File: config.mk
export PLATFORM = sky130hd
export DESIGN_NAME = muldiv_unit
export DESIGN_NICKNAME = d
export VERILOG_FILES = /design/src/rtl/muldiv_unit_pkg.sv /design/src/rtl/muldiv_unit_magnitude_conv.sv /design/src/rtl/muldiv_unit.sv
export SDC_FILE = /design/constraint.sdc
export NUM_CORES = 1
export LEC_CHECK = 0
export ABC_AREA = 0
export CAP_MARGIN = 40
export CORE_ASPECT_RATIO = 0.75
export CORE_MARGIN = 4
export CORE_UTILIZATION = 56
export DETAILED_ROUTE_END_ITERATION = 10
export HOLD_SLACK_MARGIN = 0.05
export PLACE_DENSITY = 0.79
export SETUP_SLACK_MARGIN = 0.1
export SKIP_CTS_REPAIR_TIMING = 1
export SYNTH_ARGS = -nofsm -noshare
export SYNTH_HDL_FRONTEND = slang
export SYNTH_SLANG_ARGS = --single-unit
File: constraint.sdc
create_clock -name clk -period 5.4 [get_ports clk]
set_input_delay 1.08 -clock clk [delete_from_list [all_inputs] [get_ports clk]]
set_output_delay 1.08 -clock clk [all_outputs]
set_load 0.05 [all_outputs]
File: src/rtl/muldiv_unit_pkg.sv
// Shared RV32M constants, FSM state encoding and the two's-complement helper
// used by operand preparation and the result sign fix.
package muldiv_unit_pkg;

  localparam int XLEN = 32;

  localparam logic [2:0] FUNCT3_MUL    = 3'b000;
  localparam logic [2:0] FUNCT3_MULH   = 3'b001;
  localparam logic [2:0] FUNCT3_MULHSU = 3'b010;
  localparam logic [2:0] FUNCT3_MULHU  = 3'b011;
  localparam logic [2:0] FUNCT3_DIV    = 3'b100;
  localparam logic [2:0] FUNCT3_DIVU   = 3'b101;
  localparam logic [2:0] FUNCT3_REM    = 3'b110;
  localparam logic [2:0] FUNCT3_REMU   = 3'b111;

  localparam logic [6:0] FUNCT7_MULDIV = 7'b0000001;

  localparam logic [4:0] ITER_LAST = 5'd31;

  typedef enum logic [1:0] {
    IDLE = 2'd0,
    RUN  = 2'd1,
    DONE = 2'd2
  } state_t;

  function automatic logic [XLEN-1:0] twos_neg(input logic [XLEN-1:0] v);
    return -v;
  endfunction

endpackage

File: src/rtl/muldiv_unit_magnitude_conv.sv
// Splits an operand into magnitude and sign flag; unsigned operands pass
// through untouched with the flag cleared.
module magnitude_conv
  import muldiv_unit_pkg::*;
(
  input  logic [XLEN-1:0] value,
  input  logic            signed_en,
  output logic [XLEN-1:0] magnitude,
  output logic            neg
);

  assign neg       = signed_en & value[XLEN-1];
  assign magnitude = neg ? twos_neg(value) : value;

endmodule

File: src/rtl/muldiv_unit.sv
// Iterative RV32M multiply/divide: one radix-2 step per cycle over a shared
// hi/lo register pair, with a fast path for divide-by-zero and overflow.
//
// state | meaning
// IDLE  | waiting for start; operands latched on accept
// RUN   | 32 shift-add / restoring-divide iterations
// DONE  | one-cycle done pulse, result valid
module muldiv_unit
  import muldiv_unit_pkg::*;
(
  input  logic            clk,
  input  logic            reset,
  input  logic            start,
  input  logic            flush,
  input  logic [2:0]      funct3,
  input  logic [XLEN-1:0] rs1_val,
  input  logic [XLEN-1:0] rs2_val,
  output logic            busy,
  output logic            done,
  output logic [XLEN-1:0] result
);

  state_t state, state_n;

  logic [2:0]      op_q;
  logic [4:0]      cnt;
  logic [XLEN-1:0] hi, lo, opnd;
  logic            neg_a_q, neg_b_q;

  logic            a_signed, b_signed;
  logic [XLEN-1:0] a_mag, b_mag;
  logic            a_neg, b_neg;

  logic            accept, is_div, div_zero, div_ovf, fast;
  logic [XLEN-1:0] fast_result;

  logic [XLEN:0]   mul_sum;
  logic [XLEN:0]   rem_shift;
  logic            rem_ge;
  logic [XLEN-1:0] hi_step, lo_step;
  logic [2*XLEN-1:0] prod, prod_fix;
  logic [XLEN-1:0] quot_fix, rem_fix, final_result;

  assign a_signed = (funct3 != FUNCT3_MULHU) && (funct3 != FUNCT3_DIVU) &&
                    (funct3 != FUNCT3_REMU);
  assign b_signed = a_signed && (funct3 != FUNCT3_MULHSU);

  magnitude_conv u_conv_a (
    .value     (rs1_val),
    .signed_en (a_signed),
    .magnitude (a_mag),
    .neg       (a_neg)
  );

  magnitude_conv u_conv_b (
    .value     (rs2_val),
    .signed_en (b_signed),
    .magnitude (b_mag),
    .neg       (b_neg)
  );

  assign accept   = (state == IDLE) && start && !flush;
  assign is_div   = funct3[2];
  assign div_zero = is_div && (rs2_val == '0);
  assign div_ovf  = is_div && !funct3[0] && (rs1_val == 32'h8000_0000) &&
                    (rs2_val == 32'hFFFF_FFFF);
  assign fast     = div_zero || div_ovf;

  always_comb begin
    fast_result = '0;
    if (div_zero)
      fast_result = funct3[1] ? rs1_val : 32'hFFFF_FFFF;
    else if (div_ovf)
      fast_result = funct3[1] ? 32'h0 : 32'h8000_0000;
  end

  always_ff @(posedge clk) begin
    if (!reset)
      state <= IDLE;
    else
      state <= state_n;
  end

  always_comb begin
    state_n = state;
    case (state)
      IDLE: if (accept) state_n = fast ? DONE : RUN;
      RUN: begin
        if (flush)
          state_n = IDLE;
        else if (cnt == ITER_LAST)
          state_n = DONE;
      end
      DONE:    state_n = IDLE;
      default: state_n = IDLE;
    endcase
  end

  // One iteration: multiply adds opnd into hi when lo[0] is set and shifts the
  // pair right; divide shifts the pair left and subtracts opnd when it fits.
  always_comb begin
    mul_sum   = {1'b0, hi} + (lo[0] ? {1'b0, opnd} : '0);
    rem_shift = {hi, lo[XLEN-1]};
    rem_ge    = rem_shift >= {1'b0, opnd};
    if (op_q[2]) begin
      hi_step = rem_ge ? (rem_shift[XLEN-1:0] - opnd) : rem_shift[XLEN-1:0];
      lo_step = {lo[XLEN-2:0], rem_ge};
    end else begin
      hi_step = mul_sum[XLEN:1];
      lo_step = {mul_sum[0], lo[XLEN-1:1]};
    end
  end

  always_comb begin
    prod     = {hi_step, lo_step};
    prod_fix = (neg_a_q ^ neg_b_q) ? -prod : prod;
    quot_fix = (neg_a_q ^ neg_b_q) ? twos_neg(lo_step) : lo_step;
    rem_fix  = neg_a_q ? twos_neg(hi_step) : hi_step;
    if (op_q[2])
      final_result = op_q[1] ? rem_fix : quot_fix;
    else
      final_result = (op_q == FUNCT3_MUL) ? prod_fix[XLEN-1:0] : prod_fix[2*XLEN-1:XLEN];
  end

  always_ff @(posedge clk) begin
    if (!reset) begin
      op_q    <= '0;
      cnt     <= '0;
      hi      <= '0;
      lo      <= '0;
      opnd    <= '0;
      neg_a_q <= 1'b0;
      neg_b_q <= 1'b0;
      result  <= '0;
    end else if (accept) begin
      op_q    <= funct3;
      cnt     <= '0;
      hi      <= '0;
      neg_a_q <= a_neg;
      neg_b_q <= b_neg;
      lo      <= is_div ? a_mag : b_mag;
      opnd    <= is_div ? b_mag : a_mag;
      if (fast)
        result <= fast_result;
    end else if (state == RUN && !flush) begin
      cnt <= cnt + 5'd1;
      hi  <= hi_step;
      lo  <= lo_step;
      if (cnt == ITER_LAST)
        result <= final_result;
    end
  end

  assign busy = (state == RUN);
  assign done = (state == DONE);

endmodule

==> run_summary.xml <==
<?xml version="1.0" encoding="UTF-8"?>
<metrics>
  <group name="routing">
    <metric name="wirelength" unit="µm">71500</metric>
    <metric name="detailed_route_wire_length_per_cell" unit="µm">25.4</metric>
    <metric name="drt-pass1-iter-count" unit="">7</metric>
    <metric name="route.vias.total" unit="">19700</metric>
    <metric name="drtIter0Drc" unit="">3233</metric>
    <metric name="postRouteAntennaNets" unit="">0</metric>
    <metric name="drc_errors" unit="">0</metric>
    <metric name="vias_per_cell" unit="">7.00</metric>
  </group>
  <group name="setup_path">
    <metric name="timing.critical_path.arrival" unit="ns">5.45</metric>
    <metric name="r2r_setup_slack" unit="ns">0.28</metric>
    <metric name="worst_r2r_path_depth" unit="">19</metric>
    <metric name="worst_r2r_endpoint" unit="">result[30]$_SDFFE_PN0P_</metric>
    <metric name="critical_path_required" unit="ns">5.73</metric>
    <metric name="worst_path_largest_cell_delay" unit="ns">0.60</metric>
    <metric name="worst_setup_path_start_kind" unit="">flop</metric>
    <metric name="critPathKind" unit="">flop to flop</metric>
    <metric name="crit_chain" unit="">inv_1 -&gt; ha_1 -&gt; nand4_1 -&gt; nor4_1 -&gt; nand4_1 -&gt; a21oi_2 -&gt; nor3_4 -&gt; nand2_2 -&gt; mux2_2 -&gt; a21oi_1 -&gt; ha_2 -&gt; nand4_1 -&gt; a21oi_1 -&gt; a211oi_2 -&gt; or2_0 -&gt; or4b_4 -&gt; or4_4 -&gt; o31ai_1 -&gt; a211oi_2</metric>
    <metric name="worst_r2r_startpoint" unit="">lo[31]$_SDFFE_PN0P_</metric>
    <metric name="critical-path-top-cell-by-count" unit="">nand4_1</metric>
    <metric name="critical_path_cell_count" unit="">19</metric>
    <metric name="worstSetupEndpointType" unit="">flop</metric>
    <metric name="slowest_cp_cell" unit="">or4b_4</metric>
    <metric name="cpLargestDelayFamily" unit="">simple AND/OR/NAND/NOR gates</metric>
    <metric name="critical_path.max_fanout" unit="">5</metric>
    <metric name="critPathBufInv" unit="">1</metric>
  </group>
  <group name="clock_network">
    <metric name="path_clk_slew" unit="ns">0.07</metric>
    <metric name="cts-htree-levels" unit="">4</metric>
    <metric name="worstSkewPairLatency" unit="ns">0.46</metric>
    <metric name="ctsRootBufferMaster" unit="">clkbuf_16</metric>
    <metric name="cts.path.max_buffers" unit="">2</metric>
    <metric name="cts-buffers-inserted" unit="">17</metric>
    <metric name="clock_tree_from_tritoncts" unit="">done</metric>
    <metric name="cts_sinks" unit="">140</metric>
  </group>
  <group name="floorplanning">
    <metric name="die_width" unit="µm">204</metric>
    <metric name="die_area" unit="µm²">31600</metric>
    <metric name="core" unit="µm²">28200</metric>
    <metric name="die_y" unit="µm">155</metric>
    <metric name="rows" unit="">53</metric>
    <metric name="design.portCount" unit="">105</metric>
    <metric name="initial_utilization" unit="">0.573</metric>
  </group>
  <group name="global_routing">
    <metric name="overflow" unit="">0</metric>
    <metric name="grt.total_usage" unit="">0.433</metric>
    <metric name="grt_max_degree" unit="">102</metric>
    <metric name="grt_first_pass_wirelength" unit="µm">106000</metric>
    <metric name="vias_in_the_first_global_route" unit="">17300</metric>
    <metric name="antenna_found_initial" unit="">2</metric>
  </group>
  <group name="hold_path">
    <metric name="holdCritPathClass" unit="">flop to flop</metric>
    <metric name="timing.hold.worst.start" unit="">cnt[4]$_SDFFE_PP0P_</metric>
    <metric name="whs_endpoint" unit="">cnt[4]$_SDFFE_PP0P_</metric>
    <metric name="number_of_cells_traversed_by_the_worst_hold_path" unit="">2</metric>
  </group>
  <group name="timing">
    <metric name="worst_clock_skew" unit="ns">0.0105</metric>
    <metric name="worst-slew-pin-transition" unit="ns">0.945</metric>
    <metric name="layout_worst_path_cycle_share" unit="">0.948</metric>
    <metric name="final_period_minus_worst_setup_slack" unit="ns">5.12</metric>
    <metric name="grt_setup_unrepaired" unit="">no</metric>
    <metric name="setup-violations-final" unit="">0</metric>
    <metric name="hold_violations" unit="">0</metric>
    <metric name="timing.slew.headroom" unit="">0.367</metric>
    <metric name="fmax" unit="MHz">195</metric>
    <metric name="fin_hold_ws" unit="ns">0.463</metric>
    <metric name="slew_viol_final" unit="">0</metric>
  </group>
  <group name="cells_and_area">
    <metric name="area_delta_synth_final" unit="%">16.6</metric>
    <metric name="finish.net_count" unit="">2565</metric>
    <metric name="finalCoreUtilization" unit="">0.668</metric>
    <metric name="stdcell_count" unit="">2819</metric>
    <metric name="drive_gt1_frac" unit="">0.112</metric>
  </group>
  <group name="placed_design">
    <metric name="buffer_ports.inserted" unit="">104</metric>
    <metric name="post-place-cells" unit="">2785</metric>
    <metric name="gp_congestion" unit="">1.08</metric>
    <metric name="dpl.hpwl" unit="µm">56600</metric>
  </group>
  <group name="synth">
    <metric name="netlist_top_cells_area" unit="">dfxtp_1 17%, a21oi_1 7.4%, nand2_1 6.6%</metric>
    <metric name="ys.flop_type" unit="">dfxtp_1</metric>
    <metric name="syn-cell-area" unit="µm²">16100</metric>
    <metric name="synth_enable_flop_cells" unit="">0</metric>
    <metric name="synth_largest_type_area_fraction" unit="">0.174</metric>
    <metric name="async_flop_share" unit="">0</metric>
    <metric name="mappedNetlistNets" unit="">2456</metric>
    <metric name="synth_largest_area_cell" unit="">dfxtp_1</metric>
    <metric name="postSynthAreaPerCell" unit="µm²">6.98</metric>
    <metric name="ys_ff_latch" unit="">140</metric>
    <metric name="synth_cell_type_count" unit="">100</metric>
    <metric name="count_of_warnings_emitted_by_yosys" unit="">0</metric>
    <metric name="netlist_instances" unit="">2312</metric>
    <metric name="seq_area_frac_synth" unit="">0.174</metric>
  </group>
  <group name="pwr">
    <metric name="power.density_cell_area" unit="nW/µm²">225</metric>
    <metric name="peakVddDrop" unit="µV">319</metric>
    <metric name="static_power_due_to_leakage" unit="nW">7.21</metric>
  </group>
  <group name="run">
    <metric name="max_cap_viol_count" unit="">0</metric>
  </group>
  <group name="outcome">
    <metric name="outcome" unit="">completed</metric>
  </group>
</metrics>
[per-stage QoR]
step / power, mW / area [µm²] / TNS [ns] / setup slack, ns
4_1_cts: 4.13 / 18700 / 0 / 0.201
5_1_grt: 4.38 / 18800 / 0 / 0.0637
3_5_place_dp: 2.83 / 18100 / -0.168 / -0.0777
2_1_floorplan: 2.22 / 16200 / 0 / 0.118
3_3_place_gp: 2.81 / 18100 / 0 / 0.0999
6_report: 4.24 / 18800 / 0 / 0.282
[layout make-up]
| class | instances | area (µm²) |
|---|---|---|
| Antenna cell | 1 | 2.50 |
| Clock buffer | 19 | 443 |
| Clock inverter | 12 | 188 |
| Fill cell | 2520 | 9350 |
| Inverter | 71 | 267 |
| Multi-Input combinational cell | 1944 | 12500 |
| Sequential cell | 140 | 2810 |
| Tap cell | 385 | 482 |
| Timing Repair Buffer | 247 | 2140 |
[where the power goes]
part | leakage [nW] | internal [mW] | switching (mW)
combinational | 5.77 | 0.629 | 1.16
clock | 0.301 | 0.789 | 0.530
sequential | 1.14 | 1.07 | 0.0570
[cells in the final DEF, fill, tap and decap left out, types with 9 or more instances in the layout]
cell type / Yosys / routed
and2_1: 51 / 49
mux2i_1: 44 / 44
a21o_1: 29 / 29
nor2b_1: 15 / 15
a211oi_1: 37 / 37
nand2_1: 285 / 284
ha_1: 71 / 63
o211ai_1: 88 / 88
dfxtp_1: 140 / 138
or4_1: 16 / 16
nor3_1: 55 / 54
o21ai_0: 164 / 163
xnor2_1: 117 / 116
and3_1: 12 / 12
or3_1: 18 / 18
o221ai_1: 15 / 15
nor2_1: 216 / 214
nand2b_1: 14 / 14
nand3_1: 48 / 48
clkdlybuf4s50_1: 0 / 103
inv_1: 68 / 68
a41oi_1: 10 / 10
nor4_1: 19 / 19
a221oi_1: 9 / 9
o31ai_1: 23 / 23
o21a_1: 13 / 13
a21oi_1: 238 / 235
a31oi_1: 37 / 37
xor2_1: 67 / 66
nand4_1: 38 / 38
clkbuf_16: 0 / 17
buf_4: 5 / 138
o41ai_1: 13 / 12
[layer usage]
layer	global-route usage	vias to the layer above	routed length, µm
met3	0.182	244	12800
met4	0.153	4	3190
met5	0	-	34
met1	0.632	9135	29200
li1	-	8733	-
met2	0.560	1604	26300
[cells by family (layout without fill, tap and decap cells)]
family	Yosys count	in the layout	synth area share
AND/OR/NAND/NOR	836	836	0.248
AO/OA/AOI/OAI	799	799	0.330
buffers and inverters	228	349	0.0580
XOR/XNOR	184	184	0.0998
flip-flops	140	140	0.174
adder cells (fa/ha/maj)	73	73	0.0575
multiplexers	52	52	0.0329
other	0	1	0
[state kept, by name (all words and copies together), names as in the netlist]
register	count
neg_b_q	1
state	2
op_q	3
cnt	5
result	32
lo	32
hi	32
neg_a_q	1
opnd	32
[how the worst max path moves through the flow]
stage                                    endpoint  slack [ns]             startpoint
after detailed placement  result[25]$_SDFFE_PN0P_       -0.08            rs2_val[13]
after floorplan           result[30]$_SDFFE_PN0P_        0.12  opnd[28]$_SDFFE_PN0P_
after global routing      result[24]$_SDFFE_PN0P_        0.06  opnd[14]$_SDFFE_PN0P_
after CTS                 result[30]$_SDFFE_PN0P_        0.20  opnd[18]$_SDFFE_PN0P_
final                     result[30]$_SDFFE_PN0P_        0.28    lo[31]$_SDFFE_PN0P_
after global placement    result[25]$_SDFFE_PN0P_         0.1            rs2_val[13]
[synth_stat cells (13+ instances only)]
cell / instances
nand3_1: 48
inv_1: 68
nor4_1: 19
buf_2: 32
nand4_1: 38
xor2_1: 67
a211oi_1: 37
xnor2_1: 117
o211ai_1: 88
nor2_1: 216
ha_1: 71
nor2b_1: 15
or4_1: 16
o221ai_1: 15
a21oi_1: 238
o21a_1: 13
and2_1: 51
mux2i_1: 44
nor3_1: 55
clkbuf_1: 107
o31ai_1: 23
o21ai_0: 164
or3_1: 18
o41ai_1: 13
dfxtp_1: 140
a31oi_1: 37
nand2_1: 285
a21o_1: 29
nand2b_1: 14
[tightest hold or removal path, delay by kind of cell (launching register included)]
kind               cells  cell delay (ns)
AOI/OAI and AO/OA      1             0.05
DFF                    1             0.31
and+or+nand+nor        1             0.05
No activity file was read; power rests on OpenSTA's default activity.
